==> src/rtl/mux_pipe.sv <==
// Registered N:1 mux with per-channel valid/ready and one output stage.
// Define MUX_PIPE_RR_EN to arbitrate round-robin instead of using sel.
module mux_pipe #(
  parameter  int WIDTH  = 5,
  parameter  int NUM_IN = 8,
  localparam int SEL_W  = $clog2(NUM_IN)
) (
  input  logic                    clk,
  input  logic                    reset_n,
  input  logic [NUM_IN*WIDTH-1:0] in_data,
  input  logic [NUM_IN-1:0]       in_valid,
  output logic [NUM_IN-1:0]       in_ready,
  input  logic [SEL_W-1:0]        sel,
  output logic [WIDTH-1:0]        out_data,
  output logic [SEL_W-1:0]        out_chan,
  output logic                    out_valid,
  input  logic                    out_ready
);

  typedef enum logic {
    EMPTY = 1'b0,
    FULL  = 1'b1
  } state_t;

  state_t           state;
  logic             can_load;
  logic             gnt_ok;
  logic             xfer;
  logic [SEL_W-1:0] gnt;
  logic [WIDTH-1:0] gnt_data;

  assign out_valid = (state == FULL);
  assign can_load  = !out_valid || out_ready;

`ifdef MUX_PIPE_RR_EN
  logic [SEL_W-1:0] rr_ptr;
  logic             unused_sel;
  int               best;
  int               dist;

  assign unused_sel = ^sel;

  // Pick the valid channel closest to rr_ptr, walking upward with wrap.
  always_comb begin
    gnt    = '0;
    gnt_ok = 1'b0;
    best   = NUM_IN;
    dist   = 0;
    for (int i = 0; i < NUM_IN; i++) begin
      dist = i - int'(rr_ptr);
      if (dist < 0)
        dist = dist + NUM_IN;
      if (in_valid[i] && dist < best) begin
        best   = dist;
        gnt    = SEL_W'(i);
        gnt_ok = 1'b1;
      end
    end
  end

  always_ff @(posedge clk or negedge reset_n) begin
    if (!reset_n)
      rr_ptr <= '0;
    else if (xfer)
      rr_ptr <= (int'(gnt) == NUM_IN - 1) ? '0 : gnt + 1'b1;
  end
`else
  assign gnt    = sel;
  assign gnt_ok = int'(sel) < NUM_IN;
`endif

  always_comb begin
    gnt_data = '0;
    in_ready = '0;
    for (int i = 0; i < NUM_IN; i++) begin
      if (SEL_W'(i) == gnt) begin
        gnt_data    = in_data[i*WIDTH +: WIDTH];
        in_ready[i] = gnt_ok && can_load;
      end
    end
  end

  assign xfer = |(in_valid & in_ready);

  always_ff @(posedge clk or negedge reset_n) begin
    if (!reset_n) begin
      state    <= EMPTY;
      out_data <= '0;
      out_chan <= '0;
    end else begin
      if (xfer) begin
        out_data <= gnt_data;
        out_chan <= gnt;
      end
      case (state)
        EMPTY: if (xfer) state <= FULL;
        FULL:  if (!xfer && out_ready) state <= EMPTY;
        default: state <= EMPTY;
      endcase
    end
  end

endmodule

==> config.mk <==
export PLATFORM = sky130hd
export DESIGN_NAME = mux_pipe
export DESIGN_NICKNAME = d
export VERILOG_FILES = /design/src/rtl/mux_pipe.sv
export SDC_FILE = /design/constraint.sdc
export NUM_CORES = 1
export LEC_CHECK = 0
export CAP_MARGIN = 10
export CELL_PAD_IN_SITES_DETAIL_PLACEMENT = 1
export CELL_PAD_IN_SITES_GLOBAL_PLACEMENT = 1
export CORE_MARGIN = 2
export CORE_UTILIZATION = 22
export CTS_CLUSTER_DIAMETER = 150
export DETAILED_ROUTE_END_ITERATION = 12
export PLACE_DENSITY = 0.86
export SLEW_MARGIN = 25
export SYNTH_ARGS = -nofsm -noshare
export SYNTH_HDL_FRONTEND = slang
export SYNTH_SLANG_ARGS = --single-unit
==> constraint.sdc <==
create_clock -name clk -period 2.2 [get_ports clk]
set_input_delay 0.44 -clock clk [delete_from_list [all_inputs] [get_ports clk]]
set_output_delay 0.44 -clock clk [all_outputs]
set_load 0.02 [all_outputs]
==> qor.csv <==
stage,metric,value,unit
clock_network,insertion_delay,0.24,ns
critical_path,crit_type,primary input to register,
grt,grt_pass1_wl,6354,um
yosys,ys_seq_area_share,24.90,%
yosys,dominantRegCellSynth,dfrtp_1,
hold_path,whs_path_depth,1,
yosys,yosysWarnings,0,
yosys,synth_edf_count,0,
clock_network,path_clk_slew,0.05,ns
clock_network,cts-root-buf,clkbuf_8,
die,row_count,23,
sta,drv_slew,0,
clock_network,cts_buffers,3,
die,dieArea,0.004641,mm2
die,initial_core_util,22.78,%
clock_network,h-tree-depth,1,
sta,rsz0062_at_grt,no,
drt,via_per_inst,5.136,
sta,slew-limit-headroom,67.29,%
drt,wl_met3,224,um
die,dieWidth,68.13,um
sta,hold_violations,0,
sta,finClkSkew,0.006237,ns
finish,final_cells,235,
hold_path,hold_path_class,register to register,
sta,whs,0.4925,ns
run,cap_viol_max_count,0,
finish,nets,240,
placed_design,port_buffers,70,
yosys,synth_cells,104,
grt,grt_max_degree,20,
clock_network,cts_tree,yes,
yosys,ys_ff_latch,9,
critical_path,cp.arrival,2.27,ns
yosys,syn_area_per_cell,8.698,um2
placed_design,hpwlAfterDp,3210,um
critical_path,path_max_fanout,11,
drt,wl_per_cell,16.79,um
finish,drive_gt1_share,18.38,%
grt,grt_pass1_vias,1334,
critical_path,cp.required,2.32,ns
clock_network,cts-hold-fix-buffers,0,
grt,antenna_found_initial,0,
sta,finalSetupViolCount,0,
placed_design,placed_cells,231,
clock_network,cts_sinks,9,
drt,met1_length,1483,um
grt,grt.overflow.total,0,
sta,fmax,465.5,MHz
yosys,synth.distinct_cells,31,
yosys,netlist_area,904.6,um2
sta,min_period,2.148,ns
finish,area_growth,96.96,%
drt,wl,3946,um
drt,ant_nets,0,
critical_path,end_kind,register,
yosys,synthesis.nets,158,
drt,route.vias.total,1207,
sta,worst_pin_slew,0.4884,ns
power,peakVddDrop,281.3,uV
status,status,completed,
drt,wl_met2,2152,um
critical_path,cp-start-kind,primary input,
grt,grt_usage,18.58,%
finish,diodes,0,
die,fp.dieH,68.13,um
power,leakagePower,0.7340,nW
critical_path,r2r_cells,7,
die,top_level_ports,71,
clock_network,clockBufferDepth,2,
die,coreArea,0.003971,mm2
power,p_per_area,506.8,mW/mm2
placed_design,gp_congestion,0.8263,
drt,top_layer_used,met4,
drt,dr.pass1.iters,4,
sta,finalCritPeriodShare,97.64,%
drt,drc,0,
drt,first_iter_violations,58,
yosys,ys_async_sr_fraction,100.0,%
==> Yosys cell counts (2+ instances only) <==
cell type	instances	share of area [%]
nor2_1	14	5.8
o211ai_1	10	8.3
dfrtp_1	9	25
mux2i_1	8	8.9
a21o_1	5	4.1
a32o_1	5	5.5
a32oi_1	5	4.8
clkbuf_1	5	2.1
nand3b_1	5	4.1
o21a_1	5	4.1
nand2_1	4	1.7
nand2b_1	3	2.1
nor3b_1	3	2.5
a31oi_1	2	1.4
buf_1	2	0.83
buf_6	2	2.5
mux2_4	2	3.3
nor2b_1	2	1.4
==> flip-flops by register name (all words and copies together), names as in the netlist <==
register   count
out_valid      1
out_chan       3
out_data       5
==> cell families after synthesis <==
| family | after synthesis | share of synthesized area, % |
|---|---|---|
| flops | 9 | 24.90 |
| compound gates | 36 | 31.53 |
| mux | 12 | 15.91 |
| buf+inv | 10 | 5.947 |
| simple gates | 37 | 21.72 |
==> report_power, final <==
| group | switching, W | total (W) | internal (W) |
|---|---|---|---|
| sequential | 0.0000252 | 0.000231 | 0.000206 |
| clock | 0.0000760 | 0.000203 | 0.000127 |
| combinational | 0.000203 | 0.000469 | 0.000265 |
| total | 0.000304 | 0.000903 | 0.000599 |
==> worst paths after layout <==
kind                              from     endpoint  slack [ns]
max in group asynchronous      reset_n  out_data[4]        1.37
setup / recovery                sel[1]  out_data[2]        0.05
hold / removal             out_data[0]  out_data[0]        0.49
hold reg to reg            out_data[0]  out_data[0]        0.49
setup reg to reg             out_valid  out_data[2]        0.43
min in group asynchronous      reset_n  out_chan[0]        0.51
==> cell type report <==
class	count	area, um2
Timing Repair Buffer	87	817.0
Fill cell	472	2190
Clock buffer	4	45.04
Multi-Input combinational cell	85	631.9
Tap cell	50	62.56
Sequential cell	9	225.2
==> stage by stage <==
stage	setup WS [ns]	utilization [%]	power [W]	instance area [um2]	setup TNS [ns]
2_1_floorplan	0.1109	-	0.0004414	904.6	0
3_3_place_gp	-0.3208	44.17	0.0006896	1754	-3.462
3_5_place_dp	-0.3819	44.17	0.0007044	1754	-4.778
4_1_cts	-0.004853	45.37	0.0009111	1802	-0.004853
5_1_grt	0.006631	44.86	0.0009573	1782	0
6_report	0.05185	44.86	0.0009030	1782	0
==> critical path, stage by stage <==
cell             delay, ns
clkdlybuf4s50_1       0.48
buf_6                 0.15
buf_4                 0.13
nor2_1                0.04
a22o_1                0.25
a311o_2               0.38
buf_4                 0.18
a32o_1                0.21
==> layer usage <==
layer | vias up | track usage [%]
li1 | 568 | -
met1 | 586 | 21.22
met2 | 47 | 34.10
met3 | 6 | 4.112
met4 | 0 | 5.750
met5 | - | 0
==> timing repair <==
item	CTS	global route
gates cloned	0	0
pin swaps	1	0
resized for setup	18	19
hold endpoints to repair	0	0
setup buffers	0	0
setup endpoints to repair	15	12
==> placed cells by master (no fill, tap or decap), drive strengths merged, types with 2 or more instances in the layout <==
master / instances
nand2b: 3
nor2: 14
nand2: 4
a31oi: 2
clkbuf: 10
a32oi: 5
mux2i: 8
clkdlybuf4s50: 61
nand3b: 5
mux2: 3
nor2b: 2
o211ai: 10
o21a: 5
nor3b: 3
a21o: 5
buf: 18
a32o: 5
dfrtp: 9
Note: power is estimated with default switching activity, not from simulation.
